[config.mk]
export PLATFORM = sky130hd
export DESIGN_NAME = serial_subtractor
export DESIGN_NICKNAME = d
export VERILOG_FILES = /design/src/rtl/serial_subtractor.sv
export SDC_FILE = /design/constraint.sdc
export NUM_CORES = 1
export LEC_CHECK = 0
export ABC_AREA = 1
export ABC_CLOCK_PERIOD_IN_PS = 2500
export CAP_MARGIN = 20
export CORE_MARGIN = 5
export CORE_UTILIZATION = 56
export CTS_BUF_LIST = sky130_fd_sc_hd__clkbuf_16
export DETAILED_ROUTE_END_ITERATION = 6
export GPL_ROUTABILITY_DRIVEN = 0
export PLACE_DENSITY = 0.83
export RECOVER_POWER = 100
export SLEW_MARGIN = 40
export SYNTH_ARGS = -nofsm -noshare
export SYNTH_HDL_FRONTEND = slang
export SYNTH_SLANG_ARGS = --single-unit
export TNS_END_PERCENT = 1
[constraint.sdc]
create_clock -name clk -period 2.5 [get_ports clk]
set_clock_uncertainty 0.1 [all_clocks]
set_input_delay 0.75 -clock clk [delete_from_list [all_inputs] [get_ports clk]]
set_output_delay 0.75 -clock clk [all_outputs]
set_load 0.005 [all_outputs]
[src/rtl/serial_subtractor.sv]
// Bit-serial subtractor: computes a - b - bin one bit per clock, LSB first,
// through a single full-subtractor cell. The result and final borrow appear
// on diff/bout together with a one-cycle done pulse and hold until the next
// completed operation.
module serial_subtractor #(
  parameter int WIDTH = 8
) (
  input  logic             clk,
  input  logic             rst,
  input  logic             start,
  input  logic [WIDTH-1:0] a,
  input  logic [WIDTH-1:0] b,
  input  logic             bin,
  output logic             busy,
  output logic             done,
  output logic [WIDTH-1:0] diff,
  output logic             bout
);

  localparam int CNT_W = (WIDTH > 2) ? $clog2(WIDTH) : 1;
  localparam logic [CNT_W-1:0] LAST_BIT = CNT_W'(WIDTH - 1);

  typedef enum logic [1:0] {
    IDLE,
    RUN,
    DONE
  } state_t;

  state_t           state;
  logic [WIDTH-1:0] a_sh;
  logic [WIDTH-1:0] b_sh;
  logic [WIDTH-1:0] res;
  logic             br;
  logic [CNT_W-1:0] cnt;
  logic             d_bit;
  logic             br_next;

  // Full-subtractor cell; returns {borrow_out, difference}.
  function automatic logic [1:0] fs_cell(input logic ai, input logic bi, input logic bri);
    logic d;
    logic bo;
    d  = ai ^ bi ^ bri;
    bo = (~ai & bi) | (~(ai ^ bi) & bri);
    return {bo, d};
  endfunction

  // Current bit of the operation, taken from the LSBs of the shift registers.
  always_comb begin
    {br_next, d_bit} = fs_cell(a_sh[0], b_sh[0], br);
  end

  // Control FSM plus operand/result datapath; outputs are registered so that
  // partially built results never reach diff/bout.
  always_ff @(posedge clk or posedge rst) begin
    if (rst) begin
      state <= IDLE;
      busy  <= 1'b0;
      done  <= 1'b0;
      diff  <= '0;
      bout  <= 1'b0;
      a_sh  <= '0;
      b_sh  <= '0;
      res   <= '0;
      br    <= 1'b0;
      cnt   <= '0;
    end else begin
      case (state)
        IDLE, DONE: begin
          done <= 1'b0;
          if (start) begin
            a_sh  <= a;
            b_sh  <= b;
            br    <= bin;
            res   <= '0;
            cnt   <= '0;
            busy  <= 1'b1;
            state <= RUN;
          end else begin
            state <= IDLE;
          end
        end
        RUN: begin
          // start is deliberately not examined here: a running operation
          // cannot be disturbed by a new request.
          a_sh <= a_sh >> 1;
          b_sh <= b_sh >> 1;
          br   <= br_next;
          res  <= {d_bit, res[WIDTH-1:1]};
          if (cnt == LAST_BIT) begin
            diff  <= {d_bit, res[WIDTH-1:1]};
            bout  <= br_next;
            busy  <= 1'b0;
            done  <= 1'b1;
            state <= DONE;
          end else begin
            cnt <= cnt + CNT_W'(1);
          end
        end
        default: begin
          busy  <= 1'b0;
          done  <= 1'b0;
          state <= IDLE;
        end
      endcase
    end
  end

endmodule

==> results of run 1 <==
## final cells by class
class,instances,area [sq um]
fill,290,958
sequential,40,1000
tap,46,57.6
clock inverter,3,37.5
clock buffer,5,125
multi-input combinational,136,627
inverter,47,176
timing repair buffer,34,328
## metrics by stage
step	instance area, sq um	std cells
floorplan	1890	231
global placement	2230	303
detailed placement	2230	303
CTS	2390	311
global route	2350	311
finish	2350	311
## worst reg2reg max path, stage by stage, from the launching register on
cell	delay, ns
sky130_fd_sc_hd__dfrtp_1	0.42
sky130_fd_sc_hd__inv_1	0.43
sky130_fd_sc_hd__nand2_2	0.10
sky130_fd_sc_hd__nand2_1	0.35
sky130_fd_sc_hd__inv_2	0.23
sky130_fd_sc_hd__nand2_1	0.11
sky130_fd_sc_hd__nand2_1	0.07
## per-layer routing
metal	global-route usage	routed length (um)	vias up
li1	-	-	766
met1	0.232	1600	735
met2	0.327	2090	41
met3	0.0493	186	6
met4	0.0596	54	0
met5	0	0	-
## kinds of logic (layout without fill, tap and decap cells)
family	count (synthesis)	after routing
AO/OA/AOI/OAI	17	17
adder cells (fa/ha/maj)	3	3
buffers and inverters	55	89
flip-flops	40	40
AND/OR/NAND/NOR	116	116
## power groups by stage
stage                     Sequential, mW  Combinational (mW)  Clock (mW)
after global routing                1.16                1.42       0.745
final                               1.13                1.22       0.702
after detailed placement            1.13                1.32           0
after CTS                           1.13                1.34       0.710
after floorplan                     1.11               0.918           0
after global placement              1.12                1.26           0
## worst paths after layout
check | slack, ns | depth (start not counted) | startpoint | to
setup / recovery | 0.41 | 1 | diff[3] | diff[3]
hold / removal | 0.38 | 2 | a_sh[4] | a_sh[4]
setup reg to reg | 0.60 | 6 | state[1] | a_sh[0]
hold reg to reg | 0.38 | 2 | a_sh[4] | a_sh[4]
max in group asynchronous | 0.61 | 3 | rst | br
min in group asynchronous | 1.11 | 3 | rst | a_sh[0]
## cells in the mapped netlist
cell | instances | area [sq um]
sky130_fd_sc_hd__nor2_4 | 1 | 11.3
sky130_fd_sc_hd__inv_2 | 3 | 11.3
sky130_fd_sc_hd__ha_1 | 2 | 25.0
sky130_fd_sc_hd__o21ai_2 | 8 | 70.1
sky130_fd_sc_hd__buf_1 | 1 | 3.75
sky130_fd_sc_hd__buf_6 | 2 | 22.5
sky130_fd_sc_hd__nand3_1 | 33 | 165
sky130_fd_sc_hd__inv_1 | 44 | 165
sky130_fd_sc_hd__nand2_2 | 4 | 25.0
sky130_fd_sc_hd__fa_1 | 1 | 20.0
sky130_fd_sc_hd__nand2_1 | 73 | 274
sky130_fd_sc_hd__nor2_1 | 2 | 7.51
sky130_fd_sc_hd__dfrtp_1 | 40 | 1000
sky130_fd_sc_hd__o21ai_0 | 9 | 45.0
sky130_fd_sc_hd__buf_2 | 5 | 25.0
sky130_fd_sc_hd__nand4_1 | 3 | 18.8
## state kept, by name (all words and copies together), names as in the netlist
name / count
busy: 1
state: 2
a_sh: 8
br: 1
diff: 8
done: 1
cnt: 3
res: 7
b_sh: 8
bout: 1
==> run summary, run 1 <==
The run finished with clean final reports. Class of the worst hold path: register to register. The synthesized-area fraction occupied by and/or/nand/nor cells came out at 0.265. The worst setup path is captured at an output port. The stage delay of the slowest cell on the critical path was 0.58 ns; the maximum operating frequency was 479 MHz.

The slowest stage of the critical path is the sky130_fd_sc_hd__dlygate4sd3_1 cell. STA puts the critical path data required time at 1.65 ns. The horizontal die dimension is 68.1 um. Fraction of the mapped netlist area in compound gates: 0.0609.

The run gives 0.529 as the part of the Yosys area used for sequential elements. Setup repair after global routing left no endpoint under its margin. The first global-routing pass estimated 6440 um of wire. After layout, the minimum clock period comes to 2.09 ns. The run gives 0 as the number of failing setup endpoints in the final timing report. Clock share of power: 0.230.

Wire length per cell: 12.6 um. For the maximum number of pins on one net before global-route repair, the log shows 41. The area of the die is 4640 sq um. Hold timing on the final database bottoms out at a slack of 0.378 ns. The run gives 0.190 as the global-route usage over all layers. The number of violations of the max-capacitance limit was 0. The run gives 0 as the antenna diode instance count. Post-CTS timing repair inserted 0 buffers for setup. The most common cell after layout, fill and taps aside is sky130_fd_sc_hd__nand2_1.

In this run, post-CTS repair resized a total of 0 instances. The signal on the critical path passes through dlygate4sd3_1. The post-synthesis area per instance was 8.18 sq um; the worst ir drop on vdd was 0.791 mV. Number of global-route vias before repair: 1,410.

In the final design database the tool counted 287 nets. Clock transition at the registers of the reported paths: 0.06 ns. The remaining number of nets flagged by the antenna check after routing was 0; the final routed wirelength across all metal layers was 3920 um. Port buffering added 30 buffers. The tools report the number of hold-repair buffers added at the cts stage as 0. The fraction of layout instances using a drive strength above 1 was 0.0566.

The least setup slack across all paths after layout came out at 0.411 ns. When the netlist entered floorplanning its net count stood at 254. Synthesis produced 231 cells.

By startpoint and endpoint, the worst setup path is classified as register to output port. During I/O placement, the number of pins put on the boundary was 31. After detailed routing, the number of vias per cell comes to 4.98. Grouping stages by cell kind, the critical path spends the most delay in buffers and inverters.

In this run the deepest clock path goes through 2 buffers. After routing, the total negative slack on setup checks comes to 0 ns. In this run the number of H-tree levels came out at 2. The power share of the combinational group is 0.400, and the internal power consumption is 1.94 mW. In this run the static leakage power is 1.28 nW.

By area, the combinational part of the netlist is dominated by simple AND/OR/NAND/NOR gates. Measured slew at the worst slew-check pin: 0.950 ns. Share of power burned in registers: 0.370. The number of warnings printed during yosys synthesis was 0. The worst setup path is launched from a register.

The fraction of power spent switching nets is 0.366. The logs give 5 for the total CTS buffers and 0.28 ns for the later-pin clock latency in the skew report. The initial cell density of the core was 0.571; the data arrival time of the critical path was 1.24 ns.

The run gives 1.12 mW as the reported net switching power. Proportion of synthesized area in mux cells: 0. The routed layout has 1,548 vias. The chip height is 68.1 um, and the number of sinks handled by clock tree synthesis is 40. The top cell types in the final layout, fill and taps aside, are 75 x sky130_fd_sc_hd__nand2_1, 45 x sky130_fd_sc_hd__inv_1, 40 x sky130_fd_sc_hd__dfrtp_1. The initial antenna violation count was 0. TritonCTS built the clock tree. The netlist uses 16 different library cells. Power spread over the standard cell area amounts to 1300 nW/um^2.

The mapped netlist covers 1890 sq um. After detailed routing, the number of remaining DRC violations is 0. Detailed placement ended at an HPWL of 2700 um. The share of synthesized cell area in full adder, half adder and majority cells is 0.0238, and the relative area change from synthesis to final layout is 24.4%.

The tools report the cell at the root of the clock tree as sky130_fd_sc_hd__clkbuf_16. The post-synthesis xor/xnor area fraction was 0. The sum of overflow across all layers after global routing was 0; the relative slew slack was 0.367.

Before CTS, the worst setup slack after placement is 0.322 ns. The first TritonRoute pass finished after 5 iterations. Of all nets on the critical path, the largest fanout is 2. The floorplan step defined a core boundary enclosing 3310 sq um.

The number of storage elements in the synthesis netlist was 40; the count of buffer and inverter cells on the critical path was 1. The first routing iteration left 81 violations. The share of the cycle needed by the critical path after routing came out at 0.835. The max-slew violation count is 0, and the standard-cell row count is 21.

The design draws 3.05 mW. The final design utilization was 0.711; the hold violation total from the final report was 0.
No activity file was read; power rests on OpenSTA's default activity.
==> run 2: changes to the inputs <==
- ABC_CLOCK_PERIOD_IN_PS: 2500 -> 2100
- CORE_UTILIZATION: 56 -> 52
- PLACE_DENSITY: 0.83 -> 0.78
- clock period: 2.5 -> 2.1 ns (I/O delays scaled with it)
==> run 2 against run 1 <==
Net effect:
- utilization is 5.1 points lower
- largest power group unchanged
- critical path depth unchanged
- power is 19% higher
- first-iteration DRC count grew 2.5%
- highest routed layer unchanged
- sequential power increased by 18%
- final cell count up 0.96%
- flip-flop and latch count stayed put
- critical path type unchanged
==> run summary, run 2 (same netlist as run 1, synthesis figures left out) <==
The number of antenna diodes in the final layout is 0. Core area: 3580 sq um. For the final design utilization, the log shows 0.660. The logs give 508 MHz for the maximum operating frequency and 0.355 for the relative slew slack.

In the final routed layout, each cell accounts on average for 11.7 um. From synthesis to final layout, the design area changed by 24.9%. The power share of the combinational group is 0.401.

In the final layout, the registers with the most flip-flops are a_sh: 8 flops, b_sh: 8 flops, diff: 8 flops. Share of power burned in registers: 0.367. Number of global-route vias before repair: 1,458. For this block, the routed nets add up to 3660 um of wire. The remaining design rule violation count is 0. The class of the most critical setup path is register to output port.

In this run the deepest clock path goes through 2 buffers. The fraction of layout instances using a drive strength above 1 is 0.0602, and the clock share of power is 0.232. The first TritonRoute pass finished after 4 iterations. The count of buffer and inverter cells on the critical path was 1; the clock transition at the registers of the reported paths was 0.06 ns. The detail route stage leaves a number of antenna-violating nets equal to 0. In this run, the number of DRC markers left after iteration 0 of detailed routing was 83. The flow ran to the end, and the final reports show no timing, DRC or antenna violations.

Class of the worst hold path: register to register. The first global-routing pass estimated 6310 um of wire. The analysis attributes to net switching a power of 1.31 mW. Setup repair after global routing left no endpoint under its margin. The post-cts resize count was 0; the data arrival time of the critical path was 1.24 ns. Setup violations remaining at the end of the flow were counted as 0. The tools report the standard-cell row count as 22. The number of buffers inserted by port buffering is 30, and the met1 routing resource usage after global routing is 0.197. The tools report the later-pin clock latency in the skew report as 0.28 ns.

TritonCTS built the clock tree. For this run the aggregate overflow at the end of global routing stands at 0. The run gives 4940 sq um as the area of the die. Along the worst path, the maximum fanout reaches 2. After legalization and detailed placement, the total HPWL measured 2410 um.

Measured along the y axis, the die boundary spans 70.3 um. The count of H-tree levels built during CTS was 2; the hold violation total from the final report was 0. The tools report the maximum number of pins on one net before global-route repair as 41. In the layout the commonest cells are 75 x sky130_fd_sc_hd__nand2_1, 47 x sky130_fd_sc_hd__inv_1, 40 x sky130_fd_sc_hd__dfrtp_1.

The max-slew violation count was 0; the initial antenna violation count was 0. The run gives 0.0446 as the met3 track demand over resource. Global-route usage over all layers: 0.162. The setup fix buffers added after clock tree synthesis is 0. Summed over all cells, the static leakage comes to 1.29 nW. The family with the most delay on the worst path is buffers and inverters. The stage delay of the slowest cell on the critical path works out to 0.57 ns. Dividing total power by cell area gives a power density of 1540 nW/um^2. Counting the fill cells in the layout gives 319.

The worst setup path is launched from a register. met2 is the most crowded layer. Clock tree synthesis found a total of 40 sinks. At the end of the flow, the number of nets in the layout was 288. The required time of the critical path was 1.37 ns. For this design, the slowest cell found on the critical path is sky130_fd_sc_hd__dlygate4sd3_1. Total CTS buffers: 5. IR analysis of the VDD net gives a maximum drop of 0.926 mV. Across the run, the number of max-cap violations was 0. STA classifies the critical path endpoint as an output port.

In the routed layout, each cell is associated on average with a via count of 4.79. The die is 70.3 um wide. For this block, the via count after detailed routing is 1,505. The measured slew at the worst slew-check pin was 0.968 ns; the share of the cycle needed by the critical path after routing was 0.938.

The run gives 31 as the number of primary I/O pins. The number of hold-repair buffers added at the cts stage was 0. In the final timing run, aggregate negative setup slack is 0 ns.

The most common cell after layout, fill and taps aside is sky130_fd_sc_hd__nand2_1. Walking the worst path, the cells encountered are dlygate4sd3_1. The internal portion of the total power is 2.32 mW. The run gives 0.263 as the met2 usage.

The cell at the root of the clock tree is sky130_fd_sc_hd__clkbuf_16. The fraction of power spent switching nets is 0.362. Initial cell density of the core: 0.528. The minimum clock period after layout came out at 1.97 ns.
## run 2: cell count changes in the layout (fill, tap and decap cells not counted)
cell	before	now
sky130_fd_sc_hd__clkbuf_2	1	2
sky130_fd_sc_hd__clkinv_2	0	1
sky130_fd_sc_hd__dlygate4sd3_1	12	10
sky130_fd_sc_hd__inv_2	2	1
sky130_fd_sc_hd__clkdlybuf4s50_1	18	20
sky130_fd_sc_hd__clkinv_1	2	0
sky130_fd_sc_hd__inv_1	45	47
## run 2: metal layers
layer	share of wire	vias to the layer above
li1	-	773
met1	0.47	691
met2	0.45	33
met4	0.020	0
met5	0	-
met3	0.055	8
## run 2: power groups by stage
| stage | sequential (mW) | clock (mW) | combinational, mW |
|---|---|---|---|
| 2_1_floorplan | 1.32 | 0 | 1.09 |
| 3_3_place_gp | 1.33 | 0 | 1.54 |
| 6_report | 1.33 | 0.843 | 1.45 |
| 5_1_grt | 1.38 | 0.894 | 1.69 |
| 4_1_cts | 1.34 | 0.852 | 1.61 |
| 3_5_place_dp | 1.34 | 0 | 1.59 |
## run 2: final cells by class
type	instances	area [sq um]	share of cell area
Sequential cell	40	1000	0.424
Multi-Input combinational cell	136	627	0.266
Timing Repair Buffer	35	333	0.141
Inverter	47	176	0.0747
Clock buffer	5	125	0.0530
Tap cell	48	60.1	0.0254
Clock inverter	3	38.8	0.0164
## run 2: per-stage QoR
stage          power, mW  area [sq um]  std cells  hold slack, ns  worst slack [ns]
3_5_place_dp        2.93          2250        306           0.364             0.161
6_report            3.63          2360        314           0.371             0.130
4_1_cts             3.80          2410        314           0.380             0.209
2_1_floorplan       2.42          1890        231           0.349             0.452
5_1_grt             3.96          2360        314           0.403            0.0953
3_3_place_gp        2.87          2250        306           0.357             0.206
## run 2: final timing paths
path                       startpoint  cells after the start  slack [ns]  endpoint
max                              done                      1        0.13      done
min reg2reg                   diff[7]                      2        0.37   diff[7]
max in group asynchronous         rst                      3        0.45   diff[0]
min in group asynchronous         rst                      3        0.86        br
max reg2reg                  state[1]                      6        0.31   a_sh[3]
min                           diff[7]                      2        0.37   diff[7]
